## src/rtl/vcd4le_timer.sv

```systemverilog
// vcd4le_timer: loadable down-counter timer with terminal count, optional
// auto-reload from a reload register, and a cascade-enable output.
// Q and BUSY are registered. TC and CEO are decoded combinationally from
// the current Q, state, ce and L.
module vcd4le_timer #(
   parameter int M = 4
) (
   input  logic         clk,
   input  logic         R_n,
   input  logic         ce,
   input  logic         L,
   input  logic         AR,
   input  logic [M-1:0] DI,
   output logic [M-1:0] Q,
   output logic         TC,
   output logic         CEO,
   output logic         BUSY
);

   typedef enum logic [1:0] {
      IDLE = 2'd0,
      RUN  = 2'd1,
      DONE = 2'd2
   } state_t;

   localparam logic [M-1:0] ONE = M'(1);

   state_t       state;
   logic [M-1:0] rld;
   logic         q_zero;

   assign q_zero = (Q == '0);

   // Terminal count comes straight from the count value, so it is also 1 in
   // IDLE/DONE where Q rests at 0.
   assign TC = q_zero;

   // A load in the terminal cycle wins over the cascade pulse.
   assign CEO = ce & TC & BUSY & ~L;

   // Timer FSM. A load restarts from any state. While running, each
   // ce-qualified cycle either decrements or, at zero, reloads (AR=1) or
   // parks in DONE. Zero is never decremented, so Q cannot wrap.
   always_ff @(posedge clk or negedge R_n) begin
      if (!R_n) begin
         state <= IDLE;
         Q     <= '0;
         rld   <= '0;
         BUSY  <= 1'b0;
      end else if (L) begin
         state <= RUN;
         Q     <= DI;
         rld   <= DI;
         BUSY  <= 1'b1;
      end else begin
         case (state)
            RUN: begin
               if (ce) begin
                  if (!q_zero) begin
                     Q <= Q - ONE;
                  end else if (AR) begin
                     Q <= rld;
                  end else begin
                     state <= DONE;
                     BUSY  <= 1'b0;
                  end
               end
            end
            IDLE, DONE: begin
               // Hold at rest. Q is already 0 here, because the only
               // entries into these states are reset and terminal count.
               BUSY <= 1'b0;
            end
            default: begin
               state <= IDLE;
               Q     <= '0;
               BUSY  <= 1'b0;
            end
         endcase
      end
   end

endmodule

```

## config.mk

```make
export PLATFORM = sky130hd
export DESIGN_NAME = vcd4le_timer
export DESIGN_NICKNAME = d
export VERILOG_FILES = /design/src/rtl/vcd4le_timer.sv
export SDC_FILE = /design/constraint.sdc
export NUM_CORES = 1
export LEC_CHECK = 0
export ABC_AREA = 0
export CAP_MARGIN = 20
export CORE_MARGIN = 2
export CORE_UTILIZATION = 45
export CTS_CLUSTER_SIZE = 30
export DETAILED_ROUTE_END_ITERATION = 7
export PLACE_DENSITY = 0.75
export SYNTH_ARGS = -nofsm -noshare
export SYNTH_HDL_FRONTEND = slang
export SYNTH_SLANG_ARGS = --single-unit
```

## constraint.sdc

```tcl
create_clock -name clk -period 2.38 [get_ports clk]
set_input_delay 0.476 -clock clk [delete_from_list [all_inputs] [get_ports clk]]
set_output_delay 0.476 -clock clk [all_outputs]
set_load 0.03 [all_outputs]
```

==> run_results.csv, run 1 <==
group,metric,value,unit
finish,fin_util,63.3,%
finish,postLayoutCellArea,803,um^2
setup_path,reg2reg_to,"BUSY",
sta,fin_setup_tns,0,ns
detailed_routing,drtPass1Iterations,4,
power_and_ir_drop,irDropWorstVdd,0.334,mV
setup_path,r2r_setup_slack,0.57,ns
clocking,root_buffer,"clkbuf_4",
global_route,grt_usage,19.6,%
setup_path,cp_data_required_time,1.90,ns
die,initial_utilization,46.7,%
clocking,clock_sinks,11,
sta,min_period,2.28,ns
power_and_ir_drop,power_frac_clock,23.3,%
power_and_ir_drop,p_leak,0.368,nW
yosys,ys_seq_area_share,46.4,%
setup_path,cp-start-kind,"flip-flop",
hold_path,worstHoldEndpoint,"BUSY",
power_and_ir_drop,intPower,361,uW
power_and_ir_drop,p_total,547,uW
setup_path,crit_type,"flip-flop to output port",
power_and_ir_drop,switching_share,34.0,%
sta,fin_crit_sh,95.9,%
clocking,clkTransAtPathRegs,0.07,ns
global_route,grt_antenna_before_repair,0,
yosys,synthCells,67,
sta,rsz0062_at_grt,"false",
detailed_routing,ant_nets,0,
global_route,grt_pass1_wl,2.03,mm
finish,drive_gt1_share,14.9,%
setup_path,worstPathArrival,1.81,ns
placed_design,portBuffers,15,
sta,finClkSkew,0.00249,ns
die,core.rowCount,13,
finish,nNetsFinal,98,
run,drv_cap,0,
detailed_routing,num_vias,559,
clocking,htreeDepth,1,
sta,maxSlewHeadroom,65.0,%
power_and_ir_drop,p_sw,186,uW
die,dieWidth,40.3,um
power_and_ir_drop,power_density,681,nW/um^2
detailed_routing,vias_per_cell,5.48,
global_route,grt_pass1_vias,459,
setup_path,worstPathMaxFanout,6,
detailed_routing,drt_iter0_drc,5,
placed_design,placed_cells,96,
sta,worst_slew_pin_slew,0.521,ns
clocking,cts_tree,"yes",
placed_design,gp_congestion,0.843,
placed_design,place_ws,0.277,ns
clocking,numCtsBuffers,3,
setup_path,crit_path_end_kind,"output port",
finish,antennaDiodeCount,0,
sta,setup_ws,0.0975,ns
sta,finalHoldViolations,0,
detailed_routing,drc,0,
global_route,grt_start_max_net_pins,13,
yosys,netlist_area,593,um^2
sta,max_freq,0.438,GHz
clocking,clk_path_buf_depth,2,
finish,area_delta_synth_final,35.4,%
power_and_ir_drop,seqPwrFrac,43.4,%
yosys,ys_seq_elements,11,
clocking,cts_hold_buf,0,
die,design.core.area,1270,um^2
placed_design,placed_area,756,um^2
die,die_area,1620,um^2
die,num_io_pins,16,
placed_design,dp_hpwl,953,um
yosys,synth.net_count,77,
yosys,avgSynthCellArea,8.85,um^2
setup_path,r2r_start,"Q[0]",
global_route,grt.overflow.total,0,
hold_path,min_path_cells,1,
setup_path,worstRegToRegCells,7,
die,die_y,40.3,um
hold_path,min_path_type,"flip-flop to flip-flop",
sta,slew_viol_final,0,
yosys,ys_types,29,
yosys,yosys_warnings,0,
power_and_ir_drop,p_comb_share,33.3,%
run_status,status,"completed",
hold_path,hp-start,"BUSY",
detailed_routing,wire_per_inst,13.0,um
sta,timing.hold.ws,0.514,ns
finish,instances_no_fill,102,
sta,setup_viol,0,
detailed_routing,routed_wl,1.33,mm
clocking,clk_latency,0.27,ns
==> synthesized netlist by cell type <==
| library cell | instances | share of area [%] |
|---|---|---|
| dfrtp_1 | 11 | 46 |
| inv_1 | 8 | 5.1 |
| nand2_1 | 8 | 5.1 |
| nor2_1 | 5 | 3.2 |
| o21ai_0 | 5 | 4.2 |
| a21oi_1 | 3 | 2.5 |
| a31oi_1 | 3 | 3.2 |
| nand2b_1 | 2 | 2.1 |
| o21ai_1 | 2 | 1.7 |
| a211oi_1 | 1 | 1.3 |
| a2bb2oi_1 | 1 | 1.5 |
| a32o_1 | 1 | 1.7 |
| and2_1 | 1 | 1.1 |
| and4_1 | 1 | 1.5 |
| buf_2 | 1 | 0.84 |
| clkbuf_1 | 1 | 0.63 |
| ha_1 | 1 | 2.1 |
| inv_2 | 1 | 0.63 |
| nand3b_1 | 1 | 1.3 |
| nor3_1 | 1 | 0.84 |
| nor3b_2 | 1 | 2.1 |
| nor4b_1 | 1 | 1.5 |
| o211a_1 | 1 | 1.7 |
| o211ai_1 | 1 | 1.3 |
| o21a_1 | 1 | 1.3 |
| o21bai_1 | 1 | 1.3 |
| o22a_1 | 1 | 1.5 |
| o31ai_1 | 1 | 1.3 |
| or3b_1 | 1 | 1.5 |
==> layer usage <==
layer / global-route usage, % / routed length, um / part of all wire, %
met1: 27.9 / 632 / 48
met2: 28.2 / 649 / 49
met3: 5.00 / 40 / 3.0
met4: 7.50 / 6 / 0.45
met5: 0 / 0 / 0
==> critical path, stage by stage (launching register included) <==
cell and delay (ns):
dfrtp_2 0.44, inv_1 0.07, ha_2 0.21, or3b_4 0.42, inv_2 0.07, and4_1 0.18, buf_4 0.15
==> cell usage in the layout (no fill, tap or decap), types with 2 or more instances in the layout <==
master,synthesis,final
dfrtp_1,11,10
o21ai_0,5,5
a21oi_1,3,3
clkdlybuf4s50_1,0,13
a31oi_1,3,3
o21ai_1,2,2
buf_4,0,5
clkbuf_4,0,3
nand2b_1,2,2
inv_1,8,8
nor2_1,5,5
nand2_1,8,8
==> cell type report <==
type / count / area (um^2)
repair buffers: 18 / 168
fillers: 107 / 465
multi-input cells: 45 / 280
well taps: 15 / 18.8
flip-flops and latches: 11 / 277
inverters: 9 / 33.8
clock buffers: 4 / 26.3
==> kinds of logic (layout without fill, tap and decap cells) <==
group           Yosys count  in the layout  synth area share (%)
simple gates             22             22                  20.0
fa+ha+maj                 1              1                  2.11
compound gates           22             22                  24.3
flops                    11             11                  46.4
buf+inv                  11             31                  7.17
==> power by group through the flow <==
stage | registers (mW) | clock network [mW] | logic (mW)
after floorplan | 0.262 | 0 | 0.0799
after global placement | 0.238 | 0 | 0.170
after detailed placement | 0.239 | 0 | 0.173
after CTS | 0.236 | 0.130 | 0.176
after global routing | 0.241 | 0.142 | 0.200
final | 0.237 | 0.128 | 0.182
==> what timing repair did <==
action	CTS	global route
endpoints found under the hold margin	0	0
resized for setup	1	2
endpoints found under the setup margin	1	1
setup buffers	0	2
pin swaps	0	0
==> flip-flops by register name, indices dropped and copies added (netlist names) <==
register and flops:
Q 4, rld 4, state 2, BUSY 1
==> how the worst max path moves through the flow <==
stage,startpoint,endpoint,slack [ns],depth (start not counted)
floorplan,Q[0],CEO,0.08,6
global placement,Q[0],CEO,0.32,6
detailed placement,Q[0],CEO,0.28,6
CTS,Q[0],CEO,0.05,6
global route,Q[0],CEO,0.006,6
finish,Q[0],CEO,0.1,6
No activity file was read; power rests on OpenSTA's default activity.
==> inputs of run 2 (changes only) <==
SKIP_LAST_GASP = 1   (was unset)
==> results of run 2 <==
No change in the layout: final DEF, timing and power equal those of run 1.
==> inputs of run 3 (changes only) <==
CTS_CLUSTER_DIAMETER = 40   (was unset)
==> results of run 3 <==
No change in the layout: final DEF, timing and power equal those of run 1.
